### src/rtl/pipe_hazard_ctrl.sv
// Stall/flush scheduler for the 5-stage MIPS pipeline: register Tuse/Tnew
// hazard detection plus the multi-cycle mult/div busy countdown.
module pipe_hazard_ctrl #(
  parameter int MULT_LAT = 5,
  parameter int DIV_LAT  = 10,
  parameter int CNT_W    = 4
) (
  input  logic        clk,
  input  logic        reset,
  input  logic [4:0]  rs_D,
  input  logic [4:0]  rt_D,
  input  logic        rs_use_D,
  input  logic        rt_use_D,
  input  logic [1:0]  TuseRs_D,
  input  logic [1:0]  TuseRt_D,
  input  logic        md_use_D,
  input  logic [4:0]  regWA_E,
  input  logic        RegWrite_E,
  input  logic [1:0]  Tnew_E,
  input  logic [4:0]  regWA_M,
  input  logic        RegWrite_M,
  input  logic [1:0]  Tnew_M,
  input  logic        md_start_E,
  input  logic        md_is_div_E,
  output logic        en_pc,
  output logic        en01,
  output logic        en12,
  output logic        clr12,
  output logic        en23,
  output logic        en34,
  output logic        md_busy,
  output logic        md_done,
  output logic        md_err,
  output logic [31:0] stall_cnt
);

  typedef enum logic {IDLE, BUSY} state_t;

  localparam logic [CNT_W-1:0] MULT_CNT = CNT_W'(MULT_LAT);
  localparam logic [CNT_W-1:0] DIV_CNT  = CNT_W'(DIV_LAT);
  localparam logic [CNT_W-1:0] CNT_ONE  = CNT_W'(1);

  state_t           state_q, state_d;
  logic [CNT_W-1:0] md_cnt_q, md_cnt_d;
  logic             md_done_q, md_done_d;
  logic             md_err_q, md_err_d;
  logic [31:0]      stall_cnt_q, stall_cnt_d;

  logic stall_rs, stall_rt, stall_md, stall, busy_int;

  assign busy_int = (md_cnt_q != '0);

  // A forward covers the hazard only when the producer is ready by the time the consumer needs it.
  always_comb begin
    stall_rs = rs_use_D && (rs_D != 5'd0) &&
               ((RegWrite_E && (regWA_E == rs_D) && (Tnew_E > TuseRs_D)) ||
                (RegWrite_M && (regWA_M == rs_D) && (Tnew_M > TuseRs_D)));
    stall_rt = rt_use_D && (rt_D != 5'd0) &&
               ((RegWrite_E && (regWA_E == rt_D) && (Tnew_E > TuseRt_D)) ||
                (RegWrite_M && (regWA_M == rt_D) && (Tnew_M > TuseRt_D)));
    stall_md = md_use_D && (busy_int || md_start_E);
    stall    = stall_rs || stall_rt || stall_md;
  end

  always_comb begin
    state_d   = state_q;
    md_cnt_d  = md_cnt_q;
    md_done_d = 1'b0;
    md_err_d  = md_err_q;
    case (state_q)
      IDLE: begin
        if (md_start_E) begin
          md_cnt_d = md_is_div_E ? DIV_CNT : MULT_CNT;
          state_d  = BUSY;
        end
      end
      BUSY: begin
        md_cnt_d = md_cnt_q - CNT_ONE;
        if (md_cnt_q == CNT_ONE) begin
          md_done_d = 1'b1;
          state_d   = IDLE;
        end
        // A start while occupied is dropped; only the sticky error records it.
        if (md_start_E) md_err_d = 1'b1;
      end
      default: state_d = IDLE;
    endcase
    stall_cnt_d = stall ? stall_cnt_q + 32'd1 : stall_cnt_q;
  end

  always_ff @(posedge clk) begin
    if (reset) begin
      state_q     <= IDLE;
      md_cnt_q    <= '0;
      md_done_q   <= 1'b0;
      md_err_q    <= 1'b0;
      stall_cnt_q <= 32'd0;
    end else begin
      state_q     <= state_d;
      md_cnt_q    <= md_cnt_d;
      md_done_q   <= md_done_d;
      md_err_q    <= md_err_d;
      stall_cnt_q <= stall_cnt_d;
    end
  end

  assign en_pc     = reset || !stall;
  assign en01      = reset || !stall;
  assign clr12     = !reset && stall;
  assign en12      = 1'b1;
  assign en23      = 1'b1;
  assign en34      = 1'b1;
  assign md_busy   = !reset && busy_int;
  assign md_done   = !reset && md_done_q;
  assign md_err    = md_err_q;
  assign stall_cnt = stall_cnt_q;

endmodule

### config.mk
export PLATFORM = sky130hd
export DESIGN_NAME = pipe_hazard_ctrl
export DESIGN_NICKNAME = d
export VERILOG_FILES = /design/src/rtl/pipe_hazard_ctrl.sv
export SDC_FILE = /design/constraint.sdc
export NUM_CORES = 1
export LEC_CHECK = 0
export CAP_MARGIN = 40
export CORE_AREA = 2 2 73 75
export DETAILED_ROUTE_END_ITERATION = 7
export DIE_AREA = 0 0 75 77
export DONT_BUFFER_PORTS = 1
export PLACE_DENSITY = 0.72
export RECOVER_POWER = 100
export SLEW_MARGIN = 10
export SYNTH_ARGS = -nofsm -noshare
export SYNTH_HDL_FRONTEND = slang
export SYNTH_SLANG_ARGS = --single-unit
### constraint.sdc
create_clock -name clk -period 8 [get_ports clk]
set_input_delay 1.2 -clock clk [delete_from_list [all_inputs] [get_ports clk]]
set_output_delay 1.2 -clock clk [all_outputs]
set_load 0.005 [all_outputs]
==> reports/results.ini <==
[sta]
worstMarginPinSlew_ns=1.70
fin_ws_ns=3.00
fin_worst_skew_ns=0.00637
rsz0062_at_grt=false
layout_min_cycle_time_ns=5.00
timing.hold.ws_ns=0.501
final.period_utilization_pct=62.6
finalSetupViolCount=0
slew_headroom_pct=-13.6
final.setup.tns_ns=0
final_max_slew_viol_count=52
max_freq_ghz=0.200
finalHoldViolations=0

[logic_synthesis]
synth_cells=305
synthXorXnorAreaFrac_pct=7.64
synth_adder_area_share_pct=5.71
synth_compound_area_share_pct=18.6
synth_mux_area_share_pct=1.30
ys_types=42
avgSynthCellArea_um2=7.90
syn_area_um2=2410
synth_top_family_by_area=simple AND/OR/NAND/NOR gates
ys_ff_latch=39
synthFlopType=dfxtp_1
yosysSeqAreaShare_pct=32.4
yosys_warnings=0
synthArstFlopShare_pct=0
yosys.area_share.simple_pct=27.2
synth_edf_count=0

[flow_run]
maxCapViolCount=1

[floorplan]
rows=26
die_w_um=75
core_area_um2=4980
io_pins=78
die_height_um=77
dieArea_um2=5780
initial_core_util_pct=48.4

[outcome]
violations=capacitance limit, slew limit
outcome=complete, but fails checks

[worst_hold_path]
hp-start=md_err
hold_depth=2
holdPathEnd=md_err
hold_path_class=reg2reg

[global_routing]
grt_overflow_total=0
grt_pass1_vias=2068
grt_max_degree=52
antenna_found_initial=0
grt_usage_pct=19.1
grt_pass1_wl_um=8920

[clock_tree]
cts-hold-fix-buffers=0
cts_tree=built
cts_sinks=39
clk_path_buf_depth=2
clockRootBuffer=clkbuf_8
cts_resized=0
clkLatencyLatePin_ns=0.29
htreeDepth=2
postCtsSetupBuffers=0
cts_buffers=5
clkTransAtPathRegs_ns=0.07

[route]
finalWirelength_um=5360
ant_nets=0
drt_iter0_drc=115
routedWlPerCell_um=14.7
drt_first_pass_iters=4
drc=0
vias=2136
vias_per_cell=5.85

[critical_path]
path_max_fanout=51
end_kind=output pin
crit_arrival_ns=3.80
crit_type=in2out
start_kind=primary input
crit_required_ns=6.80
timing.rr.start=md_cnt_q[0]
r2r-end=stall_cnt[25]
ff2ff_setup_slack_ns=5.01
r2r.worst_path.cells=8

[final_layout]
nets=342
fin_util_pct=50.2
final_layout_size_suffix_gt1_share_pct=4.07
diodes=0
synthToLayoutAreaGrowth_pct=3.64

[place]
port_buffers=0
dp_worst_setup_slack_ns=3.75
dp_hpwl_um=3900
place_congestion=0.839

[power_and_ir_drop]
ir_worst_vdd_mv=0.108
powerDensity_nw_per_um2=158
leakagePower_nw=0.766

-- cells in the final DEF (no fill, tap or decap), types with 2 or more instances in the layout --
cell / Yosys / layout
xnor2_1: 14 / 14
o31ai_1: 9 / 9
nor3_1: 3 / 3
nand3_1: 16 / 16
clkbuf_1: 13 / 2
conb_1: 1 / 3
nor2_1: 14 / 14
o221ai_1: 2 / 2
dfxtp_1: 39 / 39
and4_1: 2 / 2
nor3b_1: 2 / 2
nor2b_1: 3 / 3
inv_1: 15 / 15
o21ai_0: 21 / 21
nand2b_1: 2 / 2
or4_1: 11 / 11
clkbuf_8: 0 / 7
ha_1: 11 / 11
xor2_1: 7 / 7
a211oi_1: 3 / 3
nand2_1: 18 / 18
or3_1: 18 / 18
a21oi_1: 36 / 36
or2_2: 2 / 2
and3_1: 2 / 2
mux2i_1: 2 / 2
nor4_1: 5 / 5
nand4_1: 13 / 13
-- metrics by stage --
stage          cells  power, W  instance area (µm²)
2_1_floorplan    307  0.000253                 2420
3_3_place_gp     357  0.000253                 2400
3_5_place_dp     357  0.000254                 2400
4_1_cts          365  0.000401                 2500
5_1_grt          365  0.000414                 2500
6_report         365  0.000395                 2500
-- how the worst max path moves through the flow --
stage | from | to | cells past startpoint
floorplan | TuseRt_D[1] | en_pc | 13
global placement | TuseRs_D[1] | en_pc | 10
detailed placement | TuseRs_D[1] | en01 | 10
CTS | TuseRs_D[1] | en01 | 10
global route | TuseRs_D[1] | en01 | 10
finish | TuseRs_D[1] | en01 | 10
-- where the power goes --
group / internal [W] / switching, W / total [W]
logic: 0.0000198 / 0.0000246 / 0.0000445
clock network: 0.0000787 / 0.0000667 / 0.000145
registers: 0.000199 / 0.00000608 / 0.000205
-- worst max-delay path: stages --
cell and delay (ns):
inv_1 0.04, ha_1 0.30, a21boi_0 0.09, nand4_1 0.09
nor4_1 0.05, o221ai_1 0.22, and3_1 0.18, clkbuf_1 1.23
nor2_1 0.20, inv_1 0.19
-- state kept, by name (all words and copies together), names as in the netlist --
register and count:
md_done_q 1, md_err 1, stall_cnt 32, md_cnt_q 4
state_q 1
-- kinds of logic (layout without fill, tap and decap cells) --
logic type,count (synthesis),after routing
XOR/XNOR,21,21
AO/OA/AOI/OAI,78,78
buffers and inverters,36,24
flip-flops,39,39
AND/OR/NAND/NOR,116,116
other,1,3
adder cells (fa/ha/maj),11,11
multiplexers,3,3
-- final cells by class --
cell class,instances,area [µm²]
Tap cell,70,87.6
Fill cell,481,2480
Inverter,15,56.3
Sequential cell,39,781
Timing Repair Buffer,1,3.75
Multi-Input combinational cell,232,1470
Clock buffer,8,100
-- cell usage after synthesis, types with 2 or more instances --
cell       n  area [µm²]
dfxtp_1   39         781
a21oi_1   36         180
o21ai_0   21         105
nand2_1   18        67.6
or3_1     18         113
nand3_1   16        80.1
inv_1     15        56.3
nor2_1    14        52.6
xnor2_1   14         123
clkbuf_1  13        48.8
nand4_1   13        81.3
ha_1      11         138
or4_1     11        82.6
o31ai_1    9        67.6
xor2_1     7        61.3
nor4_1     5        31.3
buf_4      4        30.0
a211oi_1   3        22.5
nor2b_1    3        18.8
nor3_1     3        15.0
a21boi_1   2        15.0
and3_1     2        12.5
and4_1     2        17.5
buf_2      2        10.0
buf_6      2        22.5
mux2i_1    2        20.0
nand2b_1   2        12.5
nor3b_1    2        15.0
o221ai_1   2        17.5
or2_2      2        12.5
-- per-layer routing --
layer | global-route usage, % | up-vias | share of wire (%)
met5 | 0 | - | 0
met4 | 6.61 | 0 | 1.7
met3 | 5.65 | 9 | 6.1
met2 | 31.8 | 54 | 48
met1 | 22.7 | 989 | 44
li1 | - | 1084 | -
No activity file was read; power rests on OpenSTA's default activity.
